--- src/rtl/rf_write_arbiter_if.sv ---
// Writeback bus between the two requesters (A: ALU, B: load return) and the
// register-file write port, including the hold/freeze control.
interface rf_write_arbiter_if #(
    parameter int ADDR_W = 5,
    parameter int DATA_W = 32
);
    logic              hold;
    logic              a_valid;
    logic              a_ready;
    logic [ADDR_W-1:0] a_addr;
    logic [DATA_W-1:0] a_data;
    logic              b_valid;
    logic              b_ready;
    logic [ADDR_W-1:0] b_addr;
    logic [DATA_W-1:0] b_data;
    logic              rf_rw;
    logic [ADDR_W-1:0] rf_d_addr;
    logic [DATA_W-1:0] rf_data;
    logic              last_grant;

    modport master (
        output hold, a_valid, a_addr, a_data, b_valid, b_addr, b_data,
        input  a_ready, b_ready, rf_rw, rf_d_addr, rf_data, last_grant
    );

    modport slave (
        input  hold, a_valid, a_addr, a_data, b_valid, b_addr, b_data,
        output a_ready, b_ready, rf_rw, rf_d_addr, rf_data, last_grant
    );
endinterface

--- src/rtl/rf_write_arbiter.sv ---
// Round-robin arbiter sharing the register file's single write port between
// the ALU writeback (A) and the load return path (B); winning write is registered.
module rf_write_arbiter #(
    parameter int ADDR_W       = 5,
    parameter int DATA_W       = 32,
    parameter bit PRIO_A_FIRST = 1'b1,
    parameter bit DROP_R0      = 1'b0
) (
    input  logic                clk,
    input  logic                rst,
    rf_write_arbiter_if.slave   bus
);
    logic              grant_a;
    logic              grant_b;
    logic              open_q;
    logic              drop_a;
    logic              drop_b;
    logic              rw_q;
    logic [ADDR_W-1:0] addr_q;
    logic [DATA_W-1:0] data_q;
    logic              last_grant_q;

    // last_grant_q = 1 means B won last, so A takes the next conflict.
    always_comb begin
        open_q  = !rst && !bus.hold;
        grant_a = open_q && bus.a_valid && (!bus.b_valid || last_grant_q);
        grant_b = open_q && bus.b_valid && (!bus.a_valid || !last_grant_q);
        drop_a  = DROP_R0 && (bus.a_addr == '0);
        drop_b  = DROP_R0 && (bus.b_addr == '0);
    end

    always_ff @(posedge clk) begin
        if (rst) begin
            rw_q         <= 1'b0;
            addr_q       <= '0;
            data_q       <= '0;
            last_grant_q <= PRIO_A_FIRST;
        end else if (grant_a) begin
            rw_q         <= !drop_a;
            addr_q       <= bus.a_addr;
            data_q       <= bus.a_data;
            last_grant_q <= 1'b0;
        end else if (grant_b) begin
            rw_q         <= !drop_b;
            addr_q       <= bus.b_addr;
            data_q       <= bus.b_data;
            last_grant_q <= 1'b1;
        end else begin
            rw_q         <= 1'b0;
        end
    end

    assign bus.a_ready    = grant_a;
    assign bus.b_ready    = grant_b;
    assign bus.rf_rw      = rw_q;
    assign bus.rf_d_addr  = addr_q;
    assign bus.rf_data    = data_q;
    assign bus.last_grant = last_grant_q;
endmodule
--- src/flat_wrapper.sv ---
// flat-port wrapper written by rule: the top's interface ports become plain ports
module rf_write_arbiter_flat 
#(
    parameter int ADDR_W       = 5,
    parameter int DATA_W       = 32,
    parameter bit PRIO_A_FIRST = 1'b1,
    parameter bit DROP_R0      = 1'b0
)
  (clk, rst, bus_hold, bus_a_valid, bus_a_addr, bus_a_data, bus_b_valid, bus_b_addr, bus_b_data, bus_a_ready, bus_b_ready, bus_rf_rw, bus_rf_d_addr, bus_rf_data, bus_last_grant);
  rf_write_arbiter_if #(.ADDR_W(ADDR_W), .DATA_W(DATA_W)) bus_i ();
  input  logic clk;
  input  logic rst;
  input wire logic [$bits(bus_i.hold)-1:0] bus_hold;
  input wire logic [$bits(bus_i.a_valid)-1:0] bus_a_valid;
  input wire logic [$bits(bus_i.a_addr)-1:0] bus_a_addr;
  input wire logic [$bits(bus_i.a_data)-1:0] bus_a_data;
  input wire logic [$bits(bus_i.b_valid)-1:0] bus_b_valid;
  input wire logic [$bits(bus_i.b_addr)-1:0] bus_b_addr;
  input wire logic [$bits(bus_i.b_data)-1:0] bus_b_data;
  output wire logic [$bits(bus_i.a_ready)-1:0] bus_a_ready;
  output wire logic [$bits(bus_i.b_ready)-1:0] bus_b_ready;
  output wire logic [$bits(bus_i.rf_rw)-1:0] bus_rf_rw;
  output wire logic [$bits(bus_i.rf_d_addr)-1:0] bus_rf_d_addr;
  output wire logic [$bits(bus_i.rf_data)-1:0] bus_rf_data;
  output wire logic [$bits(bus_i.last_grant)-1:0] bus_last_grant;
  assign bus_i.hold = bus_hold;
  assign bus_i.a_valid = bus_a_valid;
  assign bus_i.a_addr = bus_a_addr;
  assign bus_i.a_data = bus_a_data;
  assign bus_i.b_valid = bus_b_valid;
  assign bus_i.b_addr = bus_b_addr;
  assign bus_i.b_data = bus_b_data;
  assign bus_a_ready = bus_i.a_ready;
  assign bus_b_ready = bus_i.b_ready;
  assign bus_rf_rw = bus_i.rf_rw;
  assign bus_rf_d_addr = bus_i.rf_d_addr;
  assign bus_rf_data = bus_i.rf_data;
  assign bus_last_grant = bus_i.last_grant;
  rf_write_arbiter #(.ADDR_W(ADDR_W), .DATA_W(DATA_W), .PRIO_A_FIRST(PRIO_A_FIRST), .DROP_R0(DROP_R0)) u_core (.clk(clk), .rst(rst), .bus(bus_i));
endmodule
--- config.mk ---
export PLATFORM = sky130hd
export DESIGN_NAME = rf_write_arbiter_flat
export DESIGN_NICKNAME = d
export VERILOG_FILES = /design/src/rtl/rf_write_arbiter_if.sv /design/src/rtl/rf_write_arbiter.sv /design/src/flat_wrapper.sv
export SDC_FILE = /design/constraint.sdc
export NUM_CORES = 1
export LEC_CHECK = 0
export CORE_MARGIN = 1.5
export CORE_UTILIZATION = 34
export DETAILED_ROUTE_END_ITERATION = 10
export PLACE_DENSITY = 0.83
export SLEW_MARGIN = 20
export SYNTH_ARGS = -nofsm -noshare
export SYNTH_HDL_FRONTEND = slang
export SYNTH_SLANG_ARGS = --single-unit
--- constraint.sdc ---
create_clock -name clk -period 1.3 [get_ports clk]
set_clock_uncertainty 0.05 [all_clocks]
set_input_delay 0.325 -clock clk [delete_from_list [all_inputs] [get_ports clk]]
set_output_delay 0.325 -clock clk [all_outputs]
set_load 0.02 [all_outputs]
# ---- Yosys cells after proc, flatten, opt, wreduce, memory -nomap -nowiden
# Index checks and enable logic that the tools add are counted.
dict set report totals {
  register_bits 39
  inputBits 79
  output_inout_bits 41
  elab_cells 25
}
dict set report classes {
  n_mux 8
  n_reduce_logical 13
}
# cell n
set op_table {}
lappend op_table {{$mux 32} 2}
lappend op_table {{$mux 5} 2}
lappend op_table {{$logic_and 1x1->1} 5}
lappend op_table {{$logic_not 1->1} 5}
lappend op_table {{$mux 1} 4}
lappend op_table {{$logic_or 1x1->1} 2}
lappend op_table {{$reduce_bool 2->1} 1}

# ---- Longest topological paths before layout
dict set report logic_depth {
  depth_word 6
  mapped_depth 5
  depth_no_buf 3
}

# ---- Worst setup path before layout
# OpenSTA, ideal clock, no wires.
dict set report synth_timing {
  kind {input-to-output}
  from {input rst}
  to {output bus_b_ready}
  arrival_time_ns 1.189
  required_time_ns 0.925
  setup_slack_ns -0.264
  path_stages 5
  n_path_buf 2
  path_cell_list {nor2_2 buf_4 buf_2 nand2_1 a21oi_1}
}
dict set report synth_between {
  elab_chain_len 4
}
# element line
set synth_rtl {}
lappend synth_rtl {{start, declared} flat_wrapper.sv:12} ;# input logic rst;
lappend synth_rtl {{$logic_not 1->1} rf_write_arbiter.sv:25} ;# open_q = !rst && !bus.hold;
lappend synth_rtl {{$logic_and 1x1->1} rf_write_arbiter.sv:25}
lappend synth_rtl {{$logic_and 1x1->1 (2 in series)} rf_write_arbiter.sv:27} ;# grant_b = open_q && bus.b_valid && (!bus.a_valid || !last_grant_q);
lappend synth_rtl {{end, declared} flat_wrapper.sv:21} ;# output wire logic [$bits(bus_i.b_ready)-1:0] bus_b_ready;
# Every way passes these cells.

# ---- Worst setup path in the final report
dict set report layout_timing {
  from {input rst}
  to {output bus_a_ready}
}
dict set report layout_between {
  elab_chain_len 4
}
# element line
set layout_rtl {}
lappend layout_rtl {{$logic_not 1->1} rf_write_arbiter.sv:25}
lappend layout_rtl {{$logic_and 1x1->1} rf_write_arbiter.sv:25}
lappend layout_rtl {{$logic_and 1x1->1 (2 in series)} rf_write_arbiter.sv:26} ;# grant_a = open_q && bus.a_valid && (!bus.b_valid || last_grant_q);
lappend layout_rtl {{end, declared} flat_wrapper.sv:20} ;# output wire logic [$bits(bus_i.a_ready)-1:0] bus_a_ready;
# Every way passes these cells.

==> run_results.csv <==
group,metric,value,unit
run_status,status,"finished, violations left",
run_status,failed_checks,"setup timing",
power,total_power,3.49,mW
sta,min_period_over_period,1.09,
global_route,grtUsageTotal,0.261,
detailed_routing,first_iter_violations,157,
sta,setup_ws,-0.123,ns
power,power-per-cell-area,857,nW/um^2
hold_path,holdPathStages,4,
floorplan,row_count,27,
logic_synthesis,ys_warn_count,0,
final_layout,layout-drive-gt1-share,0.375,
clocking,clk_pin_slew,0.07,ns
setup_path,timing.rr.end,"u_core.bus.rf_data[6]",
setup_path,path_max_fanout,2,
placed_design,dp_hpwl,4550,um
sta,clock.fmax,703,MHz
logic_synthesis,synth_nets,314,
hold_path,worstHoldPathType,"input pin to flip-flop",
logic_synthesis,synth_most_common_cell,"dfxtp_1",
logic_synthesis,synth_cells,235,
placed_design,place_inst,407,
detailed_routing,drc,0,
placed_design,numPortBuffers,119,
flow_run,cap_violations,0,
detailed_routing,wl_per_cell,21.5,um
clocking,cts-root-buf,"clkbuf_8",
logic_synthesis,syn_area,1980,um^2
final_layout,nets,449,
hold_path,min_to,"u_core.bus.last_grant",
power,irDropWorstVdd,0.456,mV
sta,hold_slack,0.427,ns
clocking,cts_sinks,39,
global_route,grt_pass1_vias,2439,
global_route,grt_max_degree,39,
sta,slew_viol_final,0,
logic_synthesis,yosysTopAreaCell,"dfxtp_1",
setup_path,rrSetupSlack,-0.10,ns
logic_synthesis,synth_seq_area_share,0.394,
logic_synthesis,synthTopCellsByArea,"dfxtp_1, a311oi_1, nand4_1, a21oi_1, o21ai_1",
detailed_routing,viasPerCell,6.20,
setup_path,critPathRequiredTime,0.93,ns
logic_synthesis,synth_edf_count,0,
clocking,clk_path_buf_depth,2,
clocking,cts_tree,"done",
global_route,grt_pass1_wl,12800,um
floorplan,ioPinCount,120,
logic_synthesis,synthArstFlopShare,0,
setup_path,critPathKind,"input pin to output pin",
sta,setup_viol,38,
final_layout,syn_to_final_growth,105,%
power,p_leak,1.47,nW
clocking,cts_buffers,5,
setup_path,startpoint_type,"input pin",
setup_path,r2r-start,"u_core.bus.last_grant",
sta,slew_headroom,0.635,
clocking,clk-insertion-delay-late,0.28,ns
sta,worst_pin_slew,0.548,ns
global_route,antenna_found_initial,0,
logic_synthesis,synth_top_cell_area_share,0.394,
setup_path,ff2ff_path_depth,5,
clocking,cts_max_level,2,
placed_design,gp_congestion,0.770,
logic_synthesis,ys_top_cells_by_count,"dfxtp_1, a21oi_1, a311oi_1, nand4_1, o21ai_1",
logic_synthesis,syn_avg_cell_area,8.44,um^2
hold_path,hold_start,"bus_hold",
detailed_routing,wl,9540,um
logic_synthesis,ys_ff_latch,39,
sta,fin_crit,1.42,ns
logic_synthesis,ys_types,21,
sta,rsz0062_at_grt,"true",
floorplan,die_area,6300,um^2
detailed_routing,ant_nets,0,
floorplan,die_h,79.4,um
setup_path,endpoint_kind,"output pin",
final_layout,final_util,0.729,
floorplan,core,5570,um^2
global_route,gr-total-overflow,0,
floorplan,fp.dieW,79.4,um
sta,final_hold_viol_count,0,
final_layout,diodes,0,
logic_synthesis,ys.flop_type,"dfxtp_1",
setup_path,arrival,1.05,ns
detailed_routing,via_count,2748,
detailed_routing,dr.pass1.iters,5,
final_layout,instances_no_fill,443,
floorplan,start_util,0.356,
==> what timing repair did <==
item                                    in CTS  in global routing
hold buffers                                 0                  0
buffers inserted                             8                  4
endpoints found under the setup margin      80                 62
pin swaps                                   17                 32
cloned                                       7                 10
gates resized for setup                    193                 57
==> worst max-delay path by stage <==
stage          slack (ns)     endpoint         from  cells after the start
4_1_cts             -0.12  bus_a_ready     bus_hold                      4
3_3_place_gp        -0.96  bus_a_ready  bus_a_valid                      4
6_report            -0.12  bus_a_ready          rst                      4
5_1_grt             -0.15  bus_b_ready          rst                      6
3_5_place_dp        -0.98  bus_a_ready  bus_a_valid                      4
2_1_floorplan       -0.11  bus_a_ready          rst                      3
==> cells by family after synthesis <==
logic type             Yosys count  synth area share
AND/OR/NAND/NOR                 47             0.146
buffers and inverters           36             0.103
flip-flops                      39             0.394
AO/OA/AOI/OAI                  113             0.357
==> final cells by class <==
type,count,area [um^2]
Clock buffer,7,108
Fill cell,401,1510
Sequential cell,39,785
Timing Repair Buffer,164,1850
Tap cell,72,90.1
Clock inverter,1,5.00
Multi-Input combinational cell,160,1230
==> critical path, stage by stage <==
cell,delay [ns]
buf_6,0.09
or3b_4,0.40
nor2_4,0.11
buf_6,0.12
==> flip-flops by register name (all words and copies together) (netlist names) <==
name / cells
u_core.bus.last_grant: 1
u_core.bus.rf_rw: 1
u_core.bus.rf_data: 32
u_core.bus.rf_d_addr: 5
==> cell usage in the layout (no fill, tap or decap), drive strengths merged <==
cell	synthesis	routed
nor2b	1	1
a211o	1	1
buf	25	65
dfxtp	39	39
clkinv	0	1
or3b	1	1
or2	1	1
nand4	37	37
nand2	1	1
o21ai	37	37
clkdlybuf4s15	0	13
clkdlybuf4s50	0	74
a21oi	38	38
and2	1	1
bufbuf	0	2
clkbuf	11	17
nor2	3	3
nand2b	2	2
a311oi	37	37
==> through the flow <==
step,setup TNS (ns),worst slack (ns),area (um^2)
floorplan,-1.02,-0.105,2030
global placement,-31.01,-0.962,3230
detailed placement,-32.27,-0.976,3230
CTS,-0.216,-0.124,3830
global route,-2.97,-0.153,4070
finish,-1.56,-0.123,4070
==> report_power, final <==
part / leakage, nW / internal [mW] / switching [mW] / total (mW)
Sequential: 0.321 / 1.27 / 0.0467 / 1.32
Clock: 0.0594 / 0.544 / 0.449 / 0.994
Combinational: 1.09 / 0.629 / 0.543 / 1.17
==> metal layers <==
metal	share of wire	vias to the layer above	global-route usage
li1	-	1221	-
met3	0.089	41	0.0560
met5	0	-	0
met2	0.50	188	0.450
met1	0.37	1298	0.324
met4	0.041	0	0.0807
No activity file was read; power rests on OpenSTA's default activity.
